`config.mk`:
```
export PLATFORM = sky130hd
export DESIGN_NAME = bcd_seq_arbiter_flat
export DESIGN_NICKNAME = d
export VERILOG_FILES = /design/src/rtl/bcd_seq_arbiter_if.sv /design/src/rtl/bcd_seq_arbiter.sv /design/src/flat_wrapper.sv
export SDC_FILE = /design/constraint.sdc
export NUM_CORES = 1
export LEC_CHECK = 0
export CORE_MARGIN = 1.5
export CORE_UTILIZATION = 47
export CTS_BUF_LIST = sky130_fd_sc_hd__clkbuf_4 sky130_fd_sc_hd__clkbuf_8
export CTS_CLUSTER_DIAMETER = 200
export DETAILED_ROUTE_END_ITERATION = 10
export GPL_TIMING_DRIVEN = 0
export HOLD_SLACK_MARGIN = 0.03
export PLACE_DENSITY = 0.84
export REMOVE_ABC_BUFFERS = 1
export SLEW_MARGIN = 0
export SYNTH_ARGS = -nofsm -noshare
export SYNTH_HDL_FRONTEND = slang
export SYNTH_SLANG_ARGS = --single-unit
```
`constraint.sdc`:
```
create_clock -name clk -period 1.5 [get_ports clk]
set_clock_uncertainty 0.1 [all_clocks]
set_input_delay 0.225 -clock clk [delete_from_list [all_inputs] [get_ports clk]]
set_output_delay 0.225 -clock clk [all_outputs]
set_load 0.02 [all_outputs]
```
`src/rtl/bcd_seq_arbiter_if.sv`:
```
// rtl/bcd_seq_arbiter_if.sv - request/result handshake bundle for the shared BCD engine
interface bcd_seq_arbiter_if;
  logic       req0_valid;
  logic [7:0] req0_data;
  logic       req0_ready;
  logic       req1_valid;
  logic [7:0] req1_data;
  logic       req1_ready;
  logic       out_valid;
  logic       out_ready;
  logic       out_id;
  logic [3:0] out_hund;
  logic [3:0] out_tens;
  logic [3:0] out_ones;

  modport master (
    output req0_valid, req0_data, req1_valid, req1_data, out_ready,
    input  req0_ready, req1_ready, out_valid, out_id, out_hund, out_tens, out_ones
  );

  modport slave (
    input  req0_valid, req0_data, req1_valid, req1_data, out_ready,
    output req0_ready, req1_ready, out_valid, out_id, out_hund, out_tens, out_ones
  );
endinterface

```
`src/rtl/bcd_seq_arbiter.sv`:
```
// rtl/bcd_seq_arbiter.sv - round-robin shared 8-bit binary to 3-digit BCD double-dabble engine
module bcd_seq_arbiter (
  input  logic              clk,
  input  logic              rst_n,
  bcd_seq_arbiter_if.slave  bus
);
  typedef enum logic [1:0] {IDLE, CONV, DONE} state_t;

  state_t      state_q, state_d;
  logic        prio_q, prio_d;
  logic [7:0]  shift_q, shift_d;
  logic [11:0] bcd_q, bcd_d;
  logic [2:0]  cnt_q, cnt_d;
  logic        id_q, id_d;
  logic        out_valid_q, out_valid_d;
  logic        out_id_q, out_id_d;
  logic [11:0] out_bcd_q, out_bcd_d;

  logic        grant0, grant1;
  logic [11:0] adj;
  logic [19:0] shifted;

  // Ready is gated by rst_n so no handshake can complete on the reset edge.
  assign grant0 = (state_q == IDLE) & rst_n & bus.req0_valid & (~bus.req1_valid | ~prio_q);
  assign grant1 = (state_q == IDLE) & rst_n & bus.req1_valid & (~bus.req0_valid |  prio_q);

  always_comb begin
    for (int i = 0; i < 3; i++) begin
      adj[i*4 +: 4] = (bcd_q[i*4 +: 4] >= 4'd5) ? bcd_q[i*4 +: 4] + 4'd3 : bcd_q[i*4 +: 4];
    end
    shifted = {adj, shift_q} << 1;
  end

  always_comb begin
    state_d     = state_q;
    prio_d      = prio_q;
    shift_d     = shift_q;
    bcd_d       = bcd_q;
    cnt_d       = cnt_q;
    id_d        = id_q;
    out_valid_d = out_valid_q;
    out_id_d    = out_id_q;
    out_bcd_d   = out_bcd_q;
    case (state_q)
      IDLE: begin
        if (grant0 | grant1) begin
          shift_d = grant1 ? bus.req1_data : bus.req0_data;
          bcd_d   = 12'd0;
          id_d    = grant1;
          prio_d  = ~grant1;
          cnt_d   = 3'd0;
          state_d = CONV;
        end
      end
      CONV: begin
        bcd_d   = shifted[19:8];
        shift_d = shifted[7:0];
        cnt_d   = cnt_q + 3'd1;
        if (cnt_q == 3'd7) begin
          // The eighth shift and the result register load share one edge.
          out_bcd_d   = shifted[19:8];
          out_id_d    = id_q;
          out_valid_d = 1'b1;
          state_d     = DONE;
        end
      end
      DONE: begin
        if (bus.out_ready) begin
          out_valid_d = 1'b0;
          state_d     = IDLE;
        end
      end
      default: state_d = IDLE;
    endcase
  end

  always_ff @(posedge clk) begin
    if (!rst_n) begin
      state_q     <= IDLE;
      prio_q      <= 1'b0;
      shift_q     <= 8'd0;
      bcd_q       <= 12'd0;
      cnt_q       <= 3'd0;
      id_q        <= 1'b0;
      out_valid_q <= 1'b0;
      out_id_q    <= 1'b0;
      out_bcd_q   <= 12'd0;
    end else begin
      state_q     <= state_d;
      prio_q      <= prio_d;
      shift_q     <= shift_d;
      bcd_q       <= bcd_d;
      cnt_q       <= cnt_d;
      id_q        <= id_d;
      out_valid_q <= out_valid_d;
      out_id_q    <= out_id_d;
      out_bcd_q   <= out_bcd_d;
    end
  end

  assign bus.req0_ready = grant0;
  assign bus.req1_ready = grant1;
  assign bus.out_valid  = out_valid_q;
  assign bus.out_id     = out_id_q;
  assign bus.out_hund   = out_bcd_q[11:8];
  assign bus.out_tens   = out_bcd_q[7:4];
  assign bus.out_ones   = out_bcd_q[3:0];
endmodule

```
`src/flat_wrapper.sv`:
```
// flat-port wrapper written by rule: the top's interface ports become plain ports
module bcd_seq_arbiter_flat 
  (clk, rst_n, bus_req0_valid, bus_req0_data, bus_req1_valid, bus_req1_data, bus_out_ready, bus_req0_ready, bus_req1_ready, bus_out_valid, bus_out_id, bus_out_hund, bus_out_tens, bus_out_ones);
  bcd_seq_arbiter_if bus_i ();
  input  logic clk;
  input  logic rst_n;
  input wire logic [$bits(bus_i.req0_valid)-1:0] bus_req0_valid;
  input wire logic [$bits(bus_i.req0_data)-1:0] bus_req0_data;
  input wire logic [$bits(bus_i.req1_valid)-1:0] bus_req1_valid;
  input wire logic [$bits(bus_i.req1_data)-1:0] bus_req1_data;
  input wire logic [$bits(bus_i.out_ready)-1:0] bus_out_ready;
  output wire logic [$bits(bus_i.req0_ready)-1:0] bus_req0_ready;
  output wire logic [$bits(bus_i.req1_ready)-1:0] bus_req1_ready;
  output wire logic [$bits(bus_i.out_valid)-1:0] bus_out_valid;
  output wire logic [$bits(bus_i.out_id)-1:0] bus_out_id;
  output wire logic [$bits(bus_i.out_hund)-1:0] bus_out_hund;
  output wire logic [$bits(bus_i.out_tens)-1:0] bus_out_tens;
  output wire logic [$bits(bus_i.out_ones)-1:0] bus_out_ones;
  assign bus_i.req0_valid = bus_req0_valid;
  assign bus_i.req0_data = bus_req0_data;
  assign bus_i.req1_valid = bus_req1_valid;
  assign bus_i.req1_data = bus_req1_data;
  assign bus_i.out_ready = bus_out_ready;
  assign bus_req0_ready = bus_i.req0_ready;
  assign bus_req1_ready = bus_i.req1_ready;
  assign bus_out_valid = bus_i.out_valid;
  assign bus_out_id = bus_i.out_id;
  assign bus_out_hund = bus_i.out_hund;
  assign bus_out_tens = bus_i.out_tens;
  assign bus_out_ones = bus_i.out_ones;
  bcd_seq_arbiter u_core (.clk(clk), .rst_n(rst_n), .bus(bus_i));
endmodule
```
* Word level (Yosys, flattened, before mapping) *
Cells that the tools add are included.
Widths: inputs -> output; s select.

cells by class
  $add $sub $neg = 4
  order comparisons = 3
  equal/unequal tests = 6
  multiplexer cells = 17
  bitwise logic cells = 12
  reduce and logical (&&, ||, !) cells = 8

operators by type and width
  cell                 number
  $pmux 12 s2          1
  $mux 8               2
  $pmux 8 s2           1
  $ge 4x3->1 const B   3
  $mux 12              1
  $add 4x2->4 const B  2
  $mux 4               2
  $mux 2               3
  $mux 3               2
  $pmux 2 s3           1
  $pmux 3 s2           1
  $reduce_and 2->1     3
  $reduce_and 3->1     2
  $and 1x1->1          5
  $ne 2x2->1 const B   2
  $not 1->1            4
  $reduce_bool 2->1    2
  $add 3x1->3 const B  1
  $add 3x2->3 const B  1
  $eq 3x3->1 const B   1
  $or 1x1->1           3
  $eq 2x1->1 const B   1
  $eq 2x2->1 const B   1
  $logic_not 2->1      1
  other kinds (3)      4

storage, ports and cells
  bits in registers = 41
  output and inout bits = 16

* Logic depth before layout (Yosys ltp) *
Gate-level depths: netlist of run 1.

  depth after elaboration = 7
  mapped depth = 6
  gate-level depth less buffers = 6

* Worst setup path after synthesis of run 1 *
Ideal clock, no wire load.

  path type = reg2reg
  start point = reg u_core.bcd_q[0]
  end point = reg u_core.out_bcd_q[2]
  library setup time = 74 ps
  data arrival time = 1371 ps
  setup slack = -46 ps
  cell stages (with the launch flop) = 7
  path buffers = 0
  clock period less this slack = 1546 ps
  cells stage by stage = dfxtp_1 -> inv_1 -> ha_1 -> nand2b_1 -> a21oi_1 -> mux2_2 -> o21ai_0

on the way
  longest elaborated chain between the ends = 2
  elaborated cells on any way between the ends = 3
  classes of those cells = add/sub (1); order compare (1); mux (1)

ends and longest elaborated chain
  element                                           RTL line               source
  start: declaration                                bcd_seq_arbiter.sv:12  logic [11:0] bcd_q, bcd_d;
  start signal: assignment                          bcd_seq_arbiter.sv:82  bcd_q <= 12'd0;
  start signal: assignment                          bcd_seq_arbiter.sv:92  bcd_q <= bcd_d;
  $add 4x2->4 / $ge 4x3->1 (equally long branches)  bcd_seq_arbiter.sv:29  adj[i*4 +: 4] = (bcd_q[i*4 +: 4] >= 4'd5) ? bcd_q[i*4 +: 4] + 4'd3 : bcd_q[i*4 +: 4];
  $mux 4 (*)                                        bcd_seq_arbiter.sv:29
  end signal: assignment                            bcd_seq_arbiter.sv:97  out_bcd_q <= out_bcd_d;
  end: declaration                                  bcd_seq_arbiter.sv:17  logic [11:0] out_bcd_q, out_bcd_d;

Mark *: on every way between the ends. The rest lies on a longest branch, timed or not.
A chain may end at the register's enable or synchronous reset.

* Worst setup path after layout of run 1 *
  start point = reg u_core.state_q[0]
  end point = out bus_req1_ready

on the way
  longest elaborated chain between the ends = 4

ends and longest elaborated chain
  element                    RTL line               source
  start: declaration         bcd_seq_arbiter.sv:9   state_t state_q, state_d;
  start signal: assignment   bcd_seq_arbiter.sv:89  state_q <= state_d;
  $logic_not 2->1            bcd_seq_arbiter.sv:25  assign grant1 = (state_q == IDLE) & rst_n & bus.req1_valid & (~bus.req0_valid | prio_q);
  $and 1x1->1 (3 in series)  bcd_seq_arbiter.sv:25
  end: declaration           flat_wrapper.sv:13     output wire logic [$bits(bus_i.req1_ready)-1:0] bus_req1_ready;

Every way passes these cells.

==> impl_metrics.py, run 1 <==
metrics = {
    "setup_path": {
        "r2r_start": "u_core.state_q[0]",
        "timing.rr.end": "u_core.bcd_q[0]",
        "critPathLaunch": "u_core.state_q[0]",
        "worstPathArrival_ns": 1.28,
        "crit_path_max_fanout": 5,
        "crit_chain": "nor3b_4 > nand3_4 > clkinv_4 > buf_6",
        "path_delay_family": "simple AND/OR/NAND/NOR gates",
        "crit_cells": 4,
        "critPathSlowestCell": "dfxtp_4",
        "reg2regPathDepth": 6,
        "critPathMaxStageDelay_ns": 0.37,
        "critical_path.endpoint": "bus_req1_ready",
        "crit_type": "register to output pin",
        "crit_path_end_kind": "output pin",
        "worst_ep_required_time_ns": 1.17,
        "startpoint_type": "register",
        "worst-path-buf-inv": 2,
        "r2r_slack_ns": -0.06,
    },
    "finish": {
        "antennaDiodeCount": 0,
        "syn2layout_area_growth_pct": 48.1,
        "nFillCells": 302,
        "instances_no_fill": 342,
        "drive_gt1_frac": 0.301,
        "final_common_cell": "dfxtp_1",
        "layout.nets": 320,
        "design_area_um2": 2880,
        "utilization": 0.721,
        "final_cell_mix": "33 x dfxtp_1, 28 x nand2_1, 23 x o21ai_0",
        "seqCellArea_um2": 836,
        "multi_input_area_um2": 1260,
    },
    "routing": {
        "drt_iter0_drc": 121,
        "ant_nets": 0,
        "avgViaCountPerCell": 5.65,
        "drcViolationCount": 0,
        "drt-pass1-iter-count": 4,
        "drt-total-wl_mm": 5.39,
        "via_count": 1934,
        "wl_per_cell_um": 15.8,
    },
    "run_status": {
        "violations": "negative setup slack",
        "status": "finished with violations",
    },
    "clocking": {
        "cts.sinks": 41,
        "numCtsBuffers": 5,
        "clk_pin_slew_ns": 0.07,
        "clk_path_buf_depth": 2,
        "clk_latency_ns": 0.30,
        "cts_root_buf": "clkbuf_8",
        "cts_tree": "done",
        "hold_buffers": 0,
        "htree_num_levels": 2,
    },
    "floorplan": {
        "io_pins": 37,
        "die_x_um": 67.4,
        "rows": 23,
        "start_util": 0.487,
        "core_um2": 4000,
        "fp.dieH_um": 67.4,
        "die-area_um2": 4540,
    },
    "placed_design": {
        "dp_cells": 309,
        "place_area_um2": 2330,
        "place_hpwl_mm": 2.87,
        "gp_congestion": 0.816,
        "port_buffers": 36,
    },
    "timing": {
        "finalMaxSlewViolations": 0,
        "setup_tns_ns": -0.670,
        "setup_viol": 19,
        "rsz0062_at_grt": "true",
        "maxSlewHeadroom": 0.711,
        "period_share": 1.07,
        "tightest_slew_ns": 0.431,
        "clock.fmax_mhz": 624,
        "period_needed_ns": 1.60,
        "hold_viol_final": 0,
        "worst_slack_ns": -0.103,
    },
    "power_and_ir_drop": {
        "vdd_drop_max_mv": 0.416,
        "powerDensity_nw_per_um2": 797,
        "totalPowerFinal_mw": 2.30,
        "p_leak_nw": 1.13,
    },
    "grt": {
        "grt_max_degree": 33,
        "grt_first_pass_wirelength_mm": 8.06,
        "grt_pass1_vias": 1825,
        "grt_usage": 0.236,
        "antenna_found_initial": 0,
        "overflow": 0,
    },
    "logic_synthesis": {
        "synth_cell_type_count": 32,
        "synth_area_um2": 1950,
        "syn_inst": 232,
        "ys_warn_count": 0,
        "ys_seq_elements": 41,
        "synth-seq-area-share": 0.422,
        "syn_avg_cell_area_um2": 8.39,
    },
    "job": {
        "max-cap-violations": 0,
    },
    "hold_path": {
        "hp-class": "primary input to register",
        "hp-start": "rst_n",
    },
}
## what timing repair did
item                                    CTS  global route
setup buffers                            15             8
hold endpoints to repair                  0             0
gates cloned                              0             2
endpoints found under the setup margin   56            36
gates resized for setup                  78            29
pin swaps                                10             3
## layout make-up
class,count,share of cell area
repair buffers,61,0.201
well taps,50,0.0217
flip-flops and latches,41,0.290
inverters,9,0.0135
multi-input cells,173,0.439
clock buffers,7,0.0334
clock inverters,1,0.00174
## report_power, final
| group | internal (mW) | switching, mW | total, mW | leakage [nW] |
|---|---|---|---|---|
| Sequential | 1.12 | 0.0241 | 1.15 | 0.337 |
| Clock | 0.416 | 0.401 | 0.817 | 0.0542 |
| Combinational | 0.178 | 0.157 | 0.334 | 0.739 |
| Total | 1.72 | 0.582 | 2.30 | 1.13 |
## cells by family (layout without fill, tap and decap cells)
family | Yosys count | count (layout) | share of synthesized area
simple gates | 92 | 93 | 0.248
flops | 41 | 41 | 0.422
mux | 3 | 3 | 0.0174
xor+xnor | 3 | 3 | 0.0135
compound gates | 66 | 66 | 0.203
buf+inv | 19 | 78 | 0.0450
fa+ha+maj | 8 | 8 | 0.0514
## through the flow
stage	hold WS, ns	setup WS [ns]
final	0.219	-0.103
after global placement	0.332	-1.70
after global routing	0.224	-0.177
after floorplan	0.243	-0.821
after detailed placement	0.337	-1.69
after CTS	0.210	-0.104
## worst min path at each step
stage	slack, ns	endpoint	cells past startpoint
final	0.22	u_core.state_q[1]	2
after global routing	0.22	u_core.id_q	2
after CTS	0.21	u_core.state_q[1]	2
after detailed placement	0.34	u_core.shift_q[5]	2
after global placement	0.33	u_core.shift_q[1]	2
after floorplan	0.24	u_core.state_q[1]	1
## state kept, by name, summed over array words and instances (netlist names)
| signal | cells |
|---|---|
| u_core.id_q | 1 |
| u_core.cnt_q | 3 |
| u_core.state_q | 2 |
| u_core.bcd_q | 12 |
| u_core.out_bcd_q | 12 |
| u_core.bus.out_valid | 1 |
| u_core.prio_q | 1 |
| u_core.shift_q | 8 |
| u_core.bus.out_id | 1 |
## synth_stat cells, drive strengths merged
master   n  area, um2
buf      7       42.5
xnor2    3       26.3
nor2     5       18.8
nand2   30        113
nor3b    8       71.3
o21a     2       15.0
o211a    1       10.0
nor3    20        100
o31ai    7       52.6
mux2     3       33.8
a21oi   12       63.8
inv      9       33.8
a21boi   8       60.1
and2     3       18.8
clkbuf   3       11.3
a41oi    1       8.76
a22oi    3       22.5
nand2b   7       43.8
or2      1       6.26
o211ai   1       7.51
nand3   11       67.6
nor2b    7       43.8
dfxtp   41        821
ha       8        100
o21ai   31        155
## metal layers
metal  track usage  part of all wire  vias up
li1              -                 -      929
met3        0.0617             0.065       13
met2         0.399              0.53       76
met5             0                 0        -
met4         0.110             0.024        0
met1         0.280              0.38      916
(Power assumes the default switching activity.)
==> inputs of run 2 (changes only) <==
Settings changed: PLACE_DENSITY 0.84 to 0.81.
Clock period 1.5 ns to 2.1 ns, I/O delays scaled along.
==> run 2 against run 1 <==
  * The run now ends clean
  * Routed wire length decreased by 22%
  * First-iteration DRC count fell by 19%
  * Register-to-register slack improved by 0.33 ns
  * Clock-buffer cell count up 1
  * Cell count down 5.8%
  * Sequential power is 29% lower
  * Highest routed layer unchanged
==> impl_metrics.py, run 2 (synthesized netlist as in run 1, its figures left out) <==
metrics = {
    "floorplan": {
        "die-area_um2": 4540,
        "die_x_um": 67.4,
        "core_um2": 4000,
        "fp.dieH_um": 67.4,
        "io_pins": 37,
        "rows": 23,
        "start_util": 0.487,
    },
    "timing": {
        "period_share": 0.951,
        "period_needed_ns": 2.00,
        "hold_viol_final": 0,
        "whs_ns": 0.307,
        "tightest_slew_ns": 0.487,
        "finalMaxSlewViolations": 0,
        "setup_tns_ns": 0,
        "setup_viol": 0,
        "worst_slack_ns": 0.103,
        "clock.fmax_mhz": 501,
        "rsz0062_at_grt": "false",
        "maxSlewHeadroom": 0.676,
    },
    "setup_path": {
        "crit_path_end_kind": "output pin",
        "startpoint_type": "register",
        "reg2regPathDepth": 4,
        "worst_ep_required_time_ns": 1.68,
        "crit_path_max_fanout": 9,
        "crit_type": "register to output pin",
        "critPathSlowestCell": "dfxtp_2",
        "worstPathArrival_ns": 1.58,
        "critPathMaxStageDelay_ns": 0.37,
        "crit_chain": "nor3b_4 > buf_4 > nand3_4 > inv_8 > clkdlybuf4s15_2",
    },
    "routing": {
        "avgViaCountPerCell": 5.36,
        "drcViolationCount": 0,
        "drt-pass1-iter-count": 4,
        "drt_iter0_drc": 98,
        "drt-total-wl_mm": 4.18,
        "ant_nets": 0,
        "wl_per_cell_um": 13.0,
        "via_count": 1725,
    },
    "finish": {
        "final_common_cell": "dfxtp_1",
        "final_cell_mix": "39 x dfxtp_1, 33 x clkdlybuf4s50_1, 31 x o21ai_0",
        "syn2layout_area_growth_pct": 26.9,
        "drive_gt1_frac": 0.0993,
        "top_regs": "u_core.bcd_q (12), u_core.out_bcd_q (12), u_core.shift_q (8)",
        "antennaDiodeCount": 0,
        "layout.nets": 300,
    },
    "hold_path": {
        "hold_depth": 2,
        "hp-class": "primary input to register",
    },
    "grt": {
        "antenna_found_initial": 0,
        "grt_max_degree": 33,
        "overflow": 0,
        "grt_pass1_vias": 1653,
        "grt_usage": 0.208,
        "grt_first_pass_wirelength_mm": 7.13,
    },
    "clocking": {
        "numCtsBuffers": 5,
        "clk_latency_ns": 0.29,
        "clk_pin_slew_ns": 0.07,
        "cts_tree": "done",
        "htree_num_levels": 2,
        "hold_buffers": 0,
        "cts_root_buf": "clkbuf_8",
        "clk_path_buf_depth": 2,
        "cts.sinks": 41,
    },
    "placed_design": {
        "gp_congestion": 0.809,
        "port_buffers": 36,
        "place_hpwl_mm": 2.89,
        "pre_cts_ws_ns": -1.29,
    },
    "job": {
        "max-cap-violations": 0,
    },
    "power_and_ir_drop": {
        "powerDensity_nw_per_um2": 620,
        "vdd_drop_max_mv": 0.298,
        "p_leak_nw": 0.878,
    },
    "run_status": {
        "status": "completed",
    },
}
run 2: cell count changes in the layout (fill, tap and decap cells not counted), moves of 8 or more:
cell and delta:
clkdlybuf4s50_1 +15, buf_4 -16, dlygate4sd2_1 -13, o21ai_0 +8
run 2: metal layers:
layer | vias to the layer above | global-route usage | part of all wire
met4 | 0 | 0.0714 | 0.0096
met5 | - | 0 | 0
met1 | 782 | 0.239 | 0.46
met3 | 6 | 0.0517 | 0.051
li1 | 890 | - | -
met2 | 47 | 0.375 | 0.48
run 2: path summary, 6_finish.rpt:
| kind | start | slack [ns] | end |
|---|---|---|---|
| min reg2reg | u_core.shift_q[4] | 0.35 | u_core.shift_q[4] |
| max reg2reg | u_core.state_q[0] | 0.27 | u_core.out_bcd_q[1] |
| max | u_core.state_q[0] | 0.10 | bus_req1_ready |
| min | rst_n | 0.31 | u_core.state_q[1] |
run 2: where the power goes:
| part | switching, mW | internal [mW] |
|---|---|---|
| sequential | 0.0164 | 0.803 |
| combinational | 0.0889 | 0.0877 |
| clock | 0.261 | 0.275 |
run 2: per-stage QoR:
step	instances	area (um2)	util	power, mW
after CTS	319	2440	0.610	1.54
final	322	2470	0.617	1.53
after global placement	308	2320	0.579	0.996
after global routing	322	2470	0.617	1.60
after detailed placement	309	2330	0.583	1.00
after floorplan	222	1890	-	0.922
run 2: layout make-up:
cell class	instances	area (um2)
Timing Repair Buffer	42	410
Sequential cell	41	823
Clock buffer	8	91.3
Fill cell	381	1530
Multi-Input combinational cell	172	1040
Inverter	9	41.3
Tap cell	50	62.6
run 2: timing repair:
action,4_1_cts,5_1_grt
buffers inserted,2,3
setup endpoints to repair,21,6
pin swaps,1,1
resized for setup,12,3
cloned,0,0
run 2: worst max-delay path, delay by kind of cell, from the launching register on:
| kind | cells | cell delay, ns |
|---|---|---|
| buffers and inverters | 3 | 0.51 |
| AND/OR/NAND/NOR | 2 | 0.39 |
| flip-flops | 1 | 0.37 |
==> inputs of run 3 (changes only) <==
Settings changed: ABC_AREA from default to 1, PLACE_DENSITY 0.81 to 0.8.
==> run 3 against run 2 <==
  * Worst hold slack lost 0.028 ns
  * Core utilization decreased by 1.5 points
  * Synthesized cell count grew 34%
  * Routed wire length rose by 0.84%
  * Total power is 5.6% higher
  * Critical path depth is the same
  * Largest power group unchanged
  * Setup slack improved by 0.0041 ns
  * Flip-flop and latch count unchanged
  * Combinational power is 44% higher
  * Register-to-register slack improved by 0.05 ns
  * Maximum frequency increased by 0.20%
==> impl_metrics.py, run 3 <==
metrics = {
    "placed_design": {
        "gp_congestion": 0.768,
        "place_hpwl_mm": 2.95,
        "port_buffers": 36,
    },
    "finish": {
        "seqCellArea_um2": 821,
        "drive_gt1_frac": 0.140,
        "antennaDiodeCount": 0,
        "final_common_cell": "nand2_1",
        "multi_input_area_um2": 1140,
        "final_cell_mix": "70 x nand2_1, 41 x inv_1, 41 x dfxtp_1",
        "nFillCells": 429,
        "top_regs": "u_core.bcd_q (12), u_core.out_bcd_q (12), u_core.shift_q (8)",
        "syn2layout_area_growth_pct": 21.3,
        "layout.nets": 371,
    },
    "power_and_ir_drop": {
        "clkPwrFrac": 0.332,
        "swShare": 0.268,
        "p_int_mw": 1.18,
        "seqPwrFrac": 0.512,
        "p_leak_nw": 1.18,
        "vdd_drop_max_mv": 0.247,
        "powerDensity_nw_per_um2": 608,
        "pwr-share-comb": 0.157,
        "p_sw_mw": 0.434,
        "totalPowerFinal_mw": 1.62,
    },
    "setup_path": {
        "crit_path_max_fanout": 11,
        "r2r_slack_ns": 0.32,
        "r2r_start": "u_core.state_q[0]",
        "reg2regPathDepth": 7,
        "crit_type": "primary input to output pin",
        "worstPathArrival_ns": 1.58,
        "startpoint_type": "primary input",
        "worst_ep_required_time_ns": 1.68,
        "timing.rr.end": "u_core.out_bcd_q[1]",
        "crit_path_end_kind": "output pin",
    },
    "routing": {
        "wl_per_cell_um": 10.7,
        "avgViaCountPerCell": 4.92,
        "drcViolationCount": 0,
        "drt-total-wl_mm": 4.21,
        "drt_iter0_drc": 107,
        "ant_nets": 0,
        "via_count": 1942,
        "drt-pass1-iter-count": 4,
    },
    "logic_synthesis": {
        "synth_edf_count": 0,
        "synth_top_area_frac": 0.374,
        "synth-seq-area-share": 0.374,
        "synth_cell_type_count": 30,
        "synth_area_um2": 2190,
        "ys_top_cells_by_count": "71 x nand2_1, 42 x inv_1, 41 x dfxtp_1, 31 x nor2_1, 22 x o21ai_0",
        "syn_avg_cell_area_um2": 7.07,
        "post-synth-top-count-cell": "nand2_1",
        "ys_seq_elements": 41,
        "async_flop_share": 0,
        "synth_top_flop_cell": "dfxtp_1",
        "ys_warn_count": 0,
        "yosysTopAreaCell": "dfxtp_1",
        "synthTopCellsByArea": "dfxtp_1 37%, nand2_1 12%, inv_1 7.2%, nor2_1 5.3%, o21ai_0 5.0%",
        "syn_inst": 310,
    },
    "hold_path": {
        "hold_depth": 3,
        "hold_path_end": "u_core.cnt_q[0]",
        "hp-class": "primary input to register",
        "hp-start": "rst_n",
    },
    "timing": {
        "setup_viol": 0,
        "rsz0062_at_grt": "false",
        "finalMaxSlewViolations": 0,
        "hold_viol_final": 0,
        "setup_tns_ns": 0,
        "tightest_slew_ns": 0.357,
        "period_share": 0.949,
        "period_needed_ns": 1.99,
        "maxSlewHeadroom": 0.762,
        "clock.fmax_mhz": 502,
    },
    "grt": {
        "grt_first_pass_wirelength_mm": 7.52,
        "antenna_found_initial": 0,
        "grt_pass1_vias": 1747,
        "grt_usage": 0.183,
        "grt_max_degree": 31,
        "overflow": 0,
    },
    "floorplan": {
        "fp.dieH_um": 71.3,
        "die-area_um2": 5080,
        "core_um2": 4410,
        "die_x_um": 71.3,
        "io_pins": 37,
        "start_util": 0.497,
        "rows": 24,
    },
    "clocking": {
        "clk_latency_ns": 0.29,
        "cts_root_buf": "clkbuf_8",
        "hold_buffers": 0,
        "cts.sinks": 41,
        "numCtsBuffers": 5,
        "htree_num_levels": 2,
        "cts_tree": "done",
        "clk_pin_slew_ns": 0.07,
        "clk_path_buf_depth": 2,
    },
    "run_status": {
        "status": "completed",
    },
    "job": {
        "max-cap-violations": 0,
    },
}
[run 3: layout make-up]
type / instances / share of cell area
clock buffers: 8 / 0.0343
inverters: 47 / 0.0682
multi-input cells: 210 / 0.427
flip-flops and latches: 41 / 0.309
well taps: 52 / 0.0245
repair buffers: 37 / 0.137
[run 3: how the worst max path moves through the flow]
| stage | start | to | cells after the start |
|---|---|---|---|
| after floorplan | u_core.state_q[0] | u_core.out_bcd_q[1] | 7 |
| after global placement | rst_n | bus_req1_ready | 6 |
| after detailed placement | rst_n | bus_req1_ready | 6 |
| after CTS | u_core.state_q[0] | u_core.out_bcd_q[1] | 7 |
| after global routing | bus_req1_valid | bus_req1_ready | 5 |
| final | bus_req1_valid | bus_req1_ready | 5 |
[run 3: metal layers]
layer,vias up,wire length (um),global-route usage,part of all wire
li1,1034,-,-,-
met1,863,1940,0.220,0.46
met2,38,2060,0.320,0.49
met3,7,160,0.0492,0.038
met4,0,49,0.0503,0.012
met5,-,0,0,0
[run 3: kinds of logic after synthesis]
family,after synthesis,share of synthesized area
DFF,41,0.374
xor gates and xnor gates,2,0.00799
adders and majority gates,8,0.0457
buffers and inverters,59,0.116
and+or+nand+nor,139,0.288
AOI/OAI and AO/OA,61,0.168
[run 3: power by group through the flow]
| stage | combinational (mW) | clock (mW) | sequential [mW] |
|---|---|---|---|
| floorplan | 0.168 | 0 | 0.841 |
| global placement | 0.245 | 0 | 0.844 |
| detailed placement | 0.248 | 0 | 0.845 |
| CTS | 0.252 | 0.554 | 0.827 |
| global route | 0.289 | 0.580 | 0.831 |
| finish | 0.254 | 0.536 | 0.827 |
[run 3: timing repair]
item | 4_1_cts | 5_1_grt
cloned | 0 | 0
endpoints found under the hold margin | 0 | 0
setup endpoints to repair | 41 | 14
buffers inserted | 0 | 1
pin swaps | 0 | 1
gates resized for setup | 13 | 4
[run 3: per-stage QoR]
step           utilization  hold slack, ns  cells  instance area, um2  worst slack, ns
2_1_floorplan            -           0.332    298                2120            0.358
6_report             0.603           0.279    395                2660            0.107
5_1_grt              0.603           0.289    395                2660           0.0294
4_1_cts              0.599           0.264    394                2650           0.0128
3_3_place_gp         0.576           0.349    386                2540            -1.07
3_5_place_dp         0.576           0.355    386                2540            -1.07
[run 3: critical path, stage by stage]
cell             delay (ns)
clkdlybuf4s50_1        0.48
a21boi_4               0.27
nand2_4                0.14
inv_2                  0.10
clkdlybuf4s15_2        0.26
